## src/rtl/ntt_zeta_sequencer.sv

```systemverilog
// Zeta ROM reader for the 8-BU forward NTT (n=256). It walks the 7 layers and issues one ROM row per credit,
// then forwards the 8 returned twiddles, in issue order, through a valid/ready FIFO.
module ntt_zeta_sequencer #(
    parameter int DATA_WIDTH = 13,
    parameter int ROM_LAT    = 1,
    parameter int FIFO_DEPTH = 4
) (
    input  logic                  clk_i,
    input  logic                  rst_i,
    input  logic                  start_i,
    output logic                  busy_o,
    output logic                  done_o,
    output logic [4:0]            zeta_addr_o,
    output logic [7:0]            len_o,
    input  logic [DATA_WIDTH-2:0] zeta_rom0_i,
    input  logic [DATA_WIDTH-2:0] zeta_rom1_i,
    input  logic [DATA_WIDTH-2:0] zeta_rom2_i,
    input  logic [DATA_WIDTH-2:0] zeta_rom3_i,
    input  logic [DATA_WIDTH-2:0] zeta_rom4_i,
    input  logic [DATA_WIDTH-2:0] zeta_rom5_i,
    input  logic [DATA_WIDTH-2:0] zeta_rom6_i,
    input  logic [DATA_WIDTH-2:0] zeta_rom7_i,
    output logic                  zeta_valid_o,
    input  logic                  zeta_ready_i,
    output logic [DATA_WIDTH-2:0] zeta0_o,
    output logic [DATA_WIDTH-2:0] zeta1_o,
    output logic [DATA_WIDTH-2:0] zeta2_o,
    output logic [DATA_WIDTH-2:0] zeta3_o,
    output logic [DATA_WIDTH-2:0] zeta4_o,
    output logic [DATA_WIDTH-2:0] zeta5_o,
    output logic [DATA_WIDTH-2:0] zeta6_o,
    output logic [DATA_WIDTH-2:0] zeta7_o,
    output logic [2:0]            zeta_layer_o,
    output logic                  zeta_last_o
);
    localparam int ZW        = DATA_WIDTH - 1;
    localparam int NUM_LANES = 8;
    localparam int CW        = $clog2(FIFO_DEPTH + 1);
    localparam int PW        = (FIFO_DEPTH > 1) ? $clog2(FIFO_DEPTH) : 1;

    localparam logic [1:0] S_IDLE  = 2'd0;
    localparam logic [1:0] S_ISSUE = 2'd1;
    localparam logic [1:0] S_DRAIN = 2'd2;

    typedef struct packed {
        logic [2:0] layer;
        logic       last;
    } tag_t;

    typedef struct packed {
        logic [NUM_LANES-1:0][ZW-1:0] zeta;
        tag_t                         tag;
    } word_t;

    logic [1:0]                   state;
    logic [2:0]                   layer_q;
    logic [3:0]                   cyc_q;
    logic                         issue, last_issue, credit;
    logic [ROM_LAT:1]             vld_pipe;
    tag_t [ROM_LAT:1]             tag_pipe;
    logic [CW-1:0]                inflight, fifo_cnt;
    logic [PW-1:0]                wr_ptr, rd_ptr;
    word_t                        mem [FIFO_DEPTH];
    word_t                        head, out_word;
    logic                         push, pop, empty;
    logic [4:0]                   row;
    logic [NUM_LANES-1:0][ZW-1:0] rom_bus;

    assign rom_bus = {zeta_rom7_i, zeta_rom6_i, zeta_rom5_i, zeta_rom4_i,
                      zeta_rom3_i, zeta_rom2_i, zeta_rom1_i, zeta_rom0_i};

    // Later layers use more distinct twiddles per layer, so several rows per layer.
    always_comb begin
        case (layer_q)
            3'd4:    row = 5'd4  + {4'd0, cyc_q[3]};
            3'd5:    row = 5'd6  + {3'd0, cyc_q[3:2]};
            3'd6:    row = 5'd10 + {2'd0, cyc_q[3:1]};
            default: row = {2'd0, layer_q};
        endcase
    end

    assign zeta_addr_o = row;
    assign len_o       = (state == S_ISSUE) ? (8'd128 >> layer_q) : 8'd0;
    assign busy_o      = (state != S_IDLE);

    always_comb begin
        inflight = '0;
        for (int i = 1; i <= ROM_LAT; i++) inflight = inflight + CW'(vld_pipe[i]);
    end

    // Every outstanding ROM read owns a FIFO slot, so capture can never overflow.
    assign credit     = ({1'b0, fifo_cnt} + {1'b0, inflight}) < (CW+1)'(FIFO_DEPTH);
    assign issue      = (state == S_ISSUE) && credit;
    assign last_issue = (layer_q == 3'd6) && (cyc_q == 4'd15);

    assign push  = vld_pipe[ROM_LAT];
    assign empty = (fifo_cnt == '0);
    assign pop   = !empty && zeta_ready_i;
    assign head  = mem[rd_ptr];

    function automatic logic [PW-1:0] next_ptr(input logic [PW-1:0] p);
        return (p == PW'(FIFO_DEPTH - 1)) ? '0 : p + PW'(1);
    endfunction

    always_ff @(posedge clk_i) begin
        if (rst_i) begin
            state   <= S_IDLE;
            layer_q <= '0;
            cyc_q   <= '0;
            done_o  <= 1'b0;
        end else begin
            done_o <= 1'b0;
            case (state)
                S_IDLE: if (start_i) state <= S_ISSUE;
                S_ISSUE: if (issue) begin
                    if (last_issue) begin
                        state   <= S_DRAIN;
                        layer_q <= '0;
                        cyc_q   <= '0;
                    end else begin
                        cyc_q <= cyc_q + 4'd1;
                        if (cyc_q == 4'd15) layer_q <= layer_q + 3'd1;
                    end
                end
                S_DRAIN: if (pop && head.tag.last) begin
                    state  <= S_IDLE;
                    done_o <= 1'b1;
                end
                default: state <= S_IDLE;
            endcase
        end
    end

    always_ff @(posedge clk_i) begin
        if (rst_i) begin
            vld_pipe <= '0;
            tag_pipe <= '0;
        end else begin
            vld_pipe[1] <= issue;
            tag_pipe[1] <= '{layer: layer_q, last: last_issue};
            for (int i = 2; i <= ROM_LAT; i++) begin
                vld_pipe[i] <= vld_pipe[i-1];
                tag_pipe[i] <= tag_pipe[i-1];
            end
        end
    end

    always_ff @(posedge clk_i) begin
        if (rst_i) begin
            wr_ptr   <= '0;
            rd_ptr   <= '0;
            fifo_cnt <= '0;
        end else begin
            if (push) wr_ptr <= next_ptr(wr_ptr);
            if (pop)  rd_ptr <= next_ptr(rd_ptr);
            case ({push, pop})
                2'b10:   fifo_cnt <= fifo_cnt + CW'(1);
                2'b01:   fifo_cnt <= fifo_cnt - CW'(1);
                default: fifo_cnt <= fifo_cnt;
            endcase
        end
    end

    always_ff @(posedge clk_i) begin
        if (push) mem[wr_ptr] <= '{zeta: rom_bus, tag: tag_pipe[ROM_LAT]};
    end

    always_ff @(posedge clk_i) begin
        if (!rst_i) assert (!(push && !pop && fifo_cnt == CW'(FIFO_DEPTH)));
    end

    assign out_word     = empty ? '0 : head;
    assign zeta_valid_o = !empty;
    assign zeta_layer_o = out_word.tag.layer;
    assign zeta_last_o  = out_word.tag.last;
    assign zeta0_o      = out_word.zeta[0];
    assign zeta1_o      = out_word.zeta[1];
    assign zeta2_o      = out_word.zeta[2];
    assign zeta3_o      = out_word.zeta[3];
    assign zeta4_o      = out_word.zeta[4];
    assign zeta5_o      = out_word.zeta[5];
    assign zeta6_o      = out_word.zeta[6];
    assign zeta7_o      = out_word.zeta[7];
endmodule

```

## config.mk

```make
export PLATFORM = sky130hd
export DESIGN_NAME = ntt_zeta_sequencer
export DESIGN_NICKNAME = d
export VERILOG_FILES = /design/src/rtl/ntt_zeta_sequencer.sv
export SDC_FILE = /design/constraint.sdc
export NUM_CORES = 1
export LEC_CHECK = 0
export CAP_MARGIN = 15
export CORE_ASPECT_RATIO = 0.8
export CORE_MARGIN = 1
export CORE_UTILIZATION = 55
export CTS_BUF_LIST = sky130_fd_sc_hd__clkbuf_4 sky130_fd_sc_hd__clkbuf_8
export DETAILED_ROUTE_END_ITERATION = 7
export PLACE_DENSITY = 0.8
export SLEW_MARGIN = 20
export SYNTH_ARGS = -nofsm -noshare
export SYNTH_HDL_FRONTEND = slang
export SYNTH_SLANG_ARGS = --single-unit
```

## constraint.sdc

```tcl
create_clock -name clk_i -period 6 [get_ports clk_i]
set_clock_uncertainty 0.15 [all_clocks]
set_input_delay 1.2 -clock clk_i [delete_from_list [all_inputs] [get_ports clk_i]]
set_output_delay 1.2 -clock clk_i [all_outputs]
set_load 0.005 [all_outputs]
```

**After elaboration in Yosys (flattened, before gate mapping)**

Memory sizes are Yosys's and may differ from the RTL's. A register that Yosys moved wholly into a read port is not among the register bits.
Cells that the tools add are included.

- Bitwise gates (word level): 1
- Reductions and logical operators: 14
- Magnitude comparators: 1
- Muxes and demuxes: 19
- Equality and inequality tests: 14
- Add/sub/neg operators: 10
- Shift-type cells: 1

Operators by type and width:

| cell | number |
|---|---|
| $mux W100 | 1 |
| $mux W2 | 8 |
| $pmux W5 S3 | 1 |
| $eq A3 B3 Y1 const B | 3 |
| $eq A2 B2 Y1 const B | 4 |
| $mux W8 | 1 |
| $ne A2 B2 Y1 const B | 4 |
| $shr A8 B3 Y8 const A | 1 |
| $add A3 B1 Y3 const B | 2 |
| $mux W3 | 2 |
| $pmux W2 S3 | 1 |
| $pmux W3 S2 | 1 |
| $reduce_bool A2 Y1 | 3 |
| $add A4 B3 Y5 const A | 1 |
| $add A2 B1 Y2 const B | 2 |
| $add A3 B1 Y4 | 1 |
| $add A3 B1 Y4 const A | 1 |
| $add A3 B2 Y4 const A | 1 |
| $add A4 B1 Y4 const B | 1 |
| $eq A2 B1 Y1 const B | 2 |
| $eq A4 B4 Y1 const B | 1 |
| $logic_and A1 B1 Y1 | 4 |
| $lt A4 B3 Y1 const B | 1 |
| $mux W4 | 1 |
| 10 further kinds | 12 |

- Bits in registers: 22
- Memories kept: 1
- Output and inout port bits: 116
- RAM bits: 400

Memory list:

| name | words | bits a word | read ports | clocked after memory_dff | wr ports | RTL line | text |
|---|---|---|---|---|---|---|---|
| mem | 4 | 100 | 1 | 1 | 1 | 63 | `word_t mem [FIFO_DEPTH];` |

**Depth between registers and ports, before layout**

Gate-level depths: netlist (run 1).

- Depth in word-level cells: 6
- Depth in mapped cells: 10

**Least setup slack after synthesis (run 1)**

OpenSTA, ideal clock, no wires.

- Path kind: reg-to-reg
- Start: register wr_ptr[0]
- End: memory mem[3][0] (netlist name), enable pin
- Library setup time: 470 ps
- Cell stages (with the launch flop): 3
- Clock period less this slack: 3,478 ps
- Slack: 2,522 ps
- Data required time: 5,380 ps
- Arrival time: 2,858 ps
- Cells stage by stage: dfxtp_1 > ha_1 > and2_1

RTL lines:

| what | RTL line | text |
|---|---|---|
| start: declaration | 62 | `logic [PW-1:0] wr_ptr, rd_ptr;` |
| start signal: assignment | 154 | `if (push) wr_ptr <= next_ptr(wr_ptr);` |
| end: declaration | 63 |  |

Straight into the memory's write port.

==> metrics.csv, run 1 <==
stage,metric,value,unit
outcome,outcome,"complete, no violations",
sta,setup_tns,0,ns
synthesis,async_flop_share,0,
sta,finalSetupViolCount,0,
routing,drtIter0Drc,528,
synthesis,yosysSeqAreaShare,0.765,
pwr,ir_drop,0.287,mV
critical_path,crit_fanout,51,
floorplanning,fp.coreArea,0.0293,sq mm
floorplanning,ios,216,
placement,place_ws,1.98,ns
sta,period_share,0.757,
placement,gp_congestion,0.756,
placement,port_buffers,215,
critical_path,critPathCaptureType,output pin,
sta,drv_slew,0,
sta,tightest_slew,0.953,ns
critical_path,worstReg2RegEnd,fifo_cnt[2],
pwr,power_leakage,0.00639,uW
min_path,hold-path-endpoint,mem[0][3],
clock_network,clock_sinks,424,
routing,drt_first_pass_iters,7,
synthesis,syn_nets,900,
routing,routed_wl,31.2,mm
critical_path,cp-start-kind,flop,
floorplanning,die_h,156,microns
flow_run,maxCapViolations,0,
floorplanning,start_util,0.558,
routing,post_drt_wl_per_cell,21.4,microns
synthesis,synth_edf_count,400,
floorplanning,rows,56,
sta,maxSlewHeadroom,0.365,
routing,drc,0,
synthesis,ys_ff_latch,424,
floorplanning,die_area,0.0304,sq mm
routing,num_vias,8156,
finish,drive_above_1_share,0.194,
routing,vias_per_cell,5.59,
synthesis,synthesis.area,0.0163,sq mm
global_route,overflow,0,
clock_network,hold_buffers,0,
global_route,grt_pass1_wl,48.0,mm
global_route,track_usage,0.210,
sta,fmax,220,MHz
global_route,grt_antenna_before_repair,2,
critical_path,crit_required,4.65,ns
sta,rsz0062_at_grt,no,
critical_path,reg2reg_depth,10,
finish,final_net_count,1149,
placement,dp_hpwl,18.3,mm
pwr,power_density,354,mW/mm^2
global_route,grt_max_degree,105,
clock_network,cts_tree,yes,
routing,antenna_left,0,
min_path,min_from,tag_pipe[3],
clock_network,htree_levels,2,
clock_network,cts-root-buf,clkbuf_8,
finish,areaGrowthSynthToFinish,22.7,%
synthesis,synth_cell_types,34,
global_route,grt_pass1_vias,8659,
clock_network,ctsResizeCount,0,
critical_path,critical_path_arrival,3.19,ns
sta,hold_viol_final,0,
clock_network,cts_buffers,61,
clock_network,clockBufferDepth,3,
clock_network,path_clk_slew,0.06,ns
synthesis,synth_warnings,0,
critical_path,reg2reg_slack,3.07,ns
critical_path,path_class,flop to output pin,
synthesis,ys.flop_type,edfxtp_1,
sta,fin_ws,1.46,ns
min_path,min_path_type,flop to flop,
synthesis,synth_cells,785,
floorplanning,die_w,195,microns
sta,min_period,4.54,ns
clock_network,clock_latency,0.59,ns
min_path,hold_path_depth,0,
synthesis,synth.avg_cell_area,20.8,sq um
critical_path,r2r_start,fifo_cnt[1],
clock_network,postCtsSetupBuffers,0,
## sequential cells by signal, indices dropped and copies added, names as in the netlist, named ones only
register,flops
mem,400
cyc_q,4
tag_pipe,4
fifo_cnt,3
layer_q,3
rd_ptr,2
state,2
wr_ptr,2
done_o,1
push,1
## critical path, cell delays in order, from the launching register on
cell             delay, ns
dfxtp_4               0.87
buf_12                0.47
mux4_2                0.58
and2_1                0.20
clkdlybuf4s50_1       0.46
## area by class of cell
class                   instances  area (sq um)
clock buffers                  81          1000
inverters                      13          48.8
well taps                     377           472
repair buffers                225          2280
clock inverters                27           118
diodes                          2          5.00
fillers                      1857          9250
flip-flops and latches        424         12500
multi-input cells             309          3610
## cell usage in the layout (no fill, tap or decap), types with 7 or more instances in the layout
cell             synthesis  final
and2_1                 106    102
clkbuf_8                 0     63
clkdlybuf4s50_1          0    215
nor2_1                  14     14
mux4_2                 100    100
buf_4                    1      7
clkbuf_4                 0     18
clkinv_1                 0     18
clkinv_2                 0      7
inv_1                   13     13
nand2_1                 11     11
dfxtp_1                 24     22
and3_1                   7      7
a21oi_1                 14     14
ha_1                    14     14
edfxtp_1               400    400
## cells in the mapped netlist, types with 2 or more instances
library cell / n / area share
a31oi_1: 2 / 0.00077
nor3_1: 6 / 0.0018
a21oi_1: 14 / 0.0043
mux4_2: 100 / 0.14
nor2b_1: 2 / 0.00077
mux2i_1: 3 / 0.0018
and2_1: 106 / 0.041
buf_2: 10 / 0.0031
inv_1: 13 / 0.0030
o21ai_0: 6 / 0.0018
nand2_1: 11 / 0.0025
or3_1: 3 / 0.0011
clkbuf_1: 25 / 0.0057
nand2b_1: 2 / 0.00077
xor2_1: 4 / 0.0021
edfxtp_1: 400 / 0.74
dfxtp_1: 24 / 0.029
and3_1: 7 / 0.0027
nor2_1: 14 / 0.0032
ha_1: 14 / 0.011
nand3_1: 6 / 0.0018
## cells by family after synthesis
family	synth area share
buffers and inverters	0.0151
adders and majority gates	0.0119
DFF	0.765
muxes	0.140
and+or+nand+nor	0.0569
xor gates and xnor gates	0.00268
AOI/OAI and AO/OA	0.00904
## worst max path at each step
stage / end / slack [ns] / depth (start not counted)
global placement: zeta6_o[9] / 2.02 / 4
finish: zeta7_o[6] / 1.46 / 4
floorplan: mem[3][0] / 2.52 / 2
detailed placement: zeta7_o[6] / 1.98 / 4
CTS: zeta7_o[6] / 1.31 / 4
global route: zeta0_o[0] / 1.22 / 4
## power by group
part | switching (uW) | leakage (uW) | internal, uW
registers | 77.2 | 0.00382 | 3300
clock network | 1010 | 0.000592 | 1080
logic | 649 | 0.00198 | 980
## layer usage
metal	part of all wire	track usage
met5	0.00042	0
met4	0.016	0.0608
met3	0.071	0.0553
met2	0.50	0.351
met1	0.41	0.275
## per-stage QoR
stage / hold slack, ns / util / area [sq um] / power, uW / cells
2_1_floorplan: 0.288 / - / 16300 / 4220 / 785
3_3_place_gp: 0.311 / 0.644 / 18900 / 5040 / 1346
3_5_place_dp: 0.322 / 0.645 / 18900 / 5060 / 1347
4_1_cts: 0.336 / 0.683 / 20000 / 7160 / 1455
5_1_grt: 0.353 / 0.684 / 20000 / 7410 / 1456
6_report: 0.338 / 0.684 / 20000 / 7100 / 1458
(Power assumes the default switching activity.)
==> run 2: changes to the inputs <==
Clock period 6 ns to 4.5 ns, I/O delays scaled along.
==> run 2 against run 1 <==
Against the previous run: final cell count up 0.14%; flip-flop and latch count did not move; cell area is 0.58% higher; worst setup slack got worse by 0.99 ns; utilization up 0.40 points; wire length is 1.3% higher; critical path type unchanged; critical endpoint is now zeta5_o[2]; largest cell class unchanged.
==> metrics.csv, run 2 (same netlist as run 1, synthesis figures left out) <==
stage,metric,value,unit,change
sta,fin_ws,0.469,ns,-0.988 ns
global_route,grt_pass1_wl,48.5,mm,+1.1%
sta,maxSlewHeadroom,0.394,,+0.0295
min_path,min_path_type,flop to flop,,
routing,drtIter0Drc,547,,+3.6%
finish,num-fill-cells,1872,,+0.81%
routing,num_vias,8169,,+0.16%
pwr,ir_drop,0.351,mV,+22%
sta,drv_slew,0,,unchanged
finish,diodes,0,,-2
sta,hold_viol_final,0,,unchanged
floorplanning,rows,56,,unchanged
placement,gp_congestion,0.750,,-0.86%
sta,fmax,248,MHz,
clock_network,clock_latency,0.60,ns,about the same
clock_network,cts_buffers,61,,unchanged
sta,setup_tns,0,ns,unchanged
global_route,overflow,0,,unchanged
global_route,grt_max_degree,60,,-43%
critical_path,path_class,flop to output pin,,
placement,place_ws,1.05,ns,-0.930 ns
outcome,outcome,"complete, no violations",,
flow_run,maxCapViolations,0,,unchanged
floorplanning,ios,216,,unchanged
floorplanning,die_h,156,microns,unchanged
clock_network,cts_tree,yes,,
global_route,grt_pass1_vias,8592,,-0.77%
global_route,track_usage,0.213,,+0.00255
finish,largest_register_ffs,400,,unchanged
clock_network,clockBufferDepth,3,,unchanged
finish,final_net_count,1154,,+0.44%
floorplanning,die_area,0.0304,sq mm,unchanged
sta,period_share,0.896,,
critical_path,critical_path_arrival,2.98,ns,-0.21 ns
pwr,power_density,474,mW/mm^2,+34%
floorplanning,die_w,195,microns,unchanged
floorplanning,start_util,0.558,,unchanged
sta,min_period,4.03,ns,
critical_path,crit_fanout,34,,-33%
placement,dp.cells,1353,,+0.45%
clock_network,cts-root-buf,clkbuf_8,,
routing,post_drt_wl_per_cell,21.7,microns,+1.2%
sta,rsz0062_at_grt,no,,
clock_network,ctsResizeCount,0,,unchanged
routing,routed_wl,31.6,mm,+1.3%
clock_network,htree_levels,2,,unchanged
routing,drc,0,,unchanged
finish,areaGrowthSynthToFinish,23.4,%,
critical_path,critPathCaptureType,output pin,,
finish,layout_commonest_cell,edfxtp_1,,
placement,port_buffers,215,,unchanged
floorplanning,fp.coreArea,0.0293,sq mm,unchanged
clock_network,hold_buffers,0,,unchanged
pwr,power_leakage,0.00644,uW,+0.80%
global_route,grt_antenna_before_repair,3,,+1
routing,drt_first_pass_iters,5,,-2
finish,drive_above_1_share,0.199,,+0.00575
routing,antenna_left,0,,unchanged
clock_network,clock_sinks,424,,unchanged
critical_path,crit_required,3.45,ns,-1.20 ns
placement,dp_hpwl,18.7,mm,+2.4%
clock_network,path_clk_slew,0.06,ns,about the same
finish,largest-register,mem,,
sta,tightest_slew,0.906,ns,-0.0472 ns
finish,final_cell_mix,"edfxtp_1 (400), clkdlybuf4s50_1 (215), and2_1 (102), mux4_2 (100), clkbuf_8 (63)",,
clock_network,postCtsSetupBuffers,0,,unchanged
sta,finalSetupViolCount,0,,unchanged
finish,instances_no_fill,1460,,+0.14%
routing,vias_per_cell,5.60,,about the same
pwr,power,9550,uW,+35%
finish,reg_top3,"mem (400), cyc_q (4), tag_pipe (4)",,
critical_path,cp-start-kind,flop,,
[run 2: metal layers]
layer | track usage | share of wire | up-vias
met1 | 0.287 | 0.42 | 4193
met3 | 0.0577 | 0.073 | 46
met5 | 0 | 0.00047 | -
met2 | 0.343 | 0.49 | 278
li1 | - | - | 3650
met4 | 0.0642 | 0.017 | 2
[run 2: path summary, 6_finish.rpt]
check / startpoint / end / slack (ns) / depth (start not counted)
worst max-delay path: flop / zeta5_o[2] / 0.47 / 4
worst min-delay path: tag_pipe[0] / mem[2][0] / 0.33 / 0
worst max register to register: fifo_cnt[1] / fifo_cnt[2] / 1.80 / 9
worst min register to register: tag_pipe[0] / mem[2][0] / 0.33 / 0
[run 2: metrics by stage]
| stage | utilization | instance area, sq um | hold slack [ns] |
|---|---|---|---|
| floorplan | - | 16300 | 0.288 |
| global placement | 0.650 | 19000 | 0.308 |
| detailed placement | 0.650 | 19000 | 0.319 |
| CTS | 0.688 | 20200 | 0.331 |
| global route | 0.688 | 20200 | 0.341 |
| finish | 0.688 | 20200 | 0.332 |
[run 2: report_power, final]
group	internal, uW	total, uW	switching [uW]	leakage, uW
clock network	1480	2830	1350	0.000603
logic	1340	2210	875	0.00202
registers	4400	4510	105	0.00382
total	7220	9550	2330	0.00644
[run 2: critical path: stages, from the launching register on]
cell and delay [ns]:
dfxtp_4 0.86, buf_4 0.33, mux4_2 0.52, and2_1 0.18
clkdlybuf4s50_1 0.45
[run 2: final cells by class]
class,count,area [sq um],share of cell area
tap,377,472,0.0234
inverter,13,48.8,0.00242
clock buffer,87,1050,0.0520
clock inverter,20,83.8,0.00416
timing repair buffer,230,2390,0.119
multi-input combinational,309,3610,0.179
sequential,424,12500,0.620
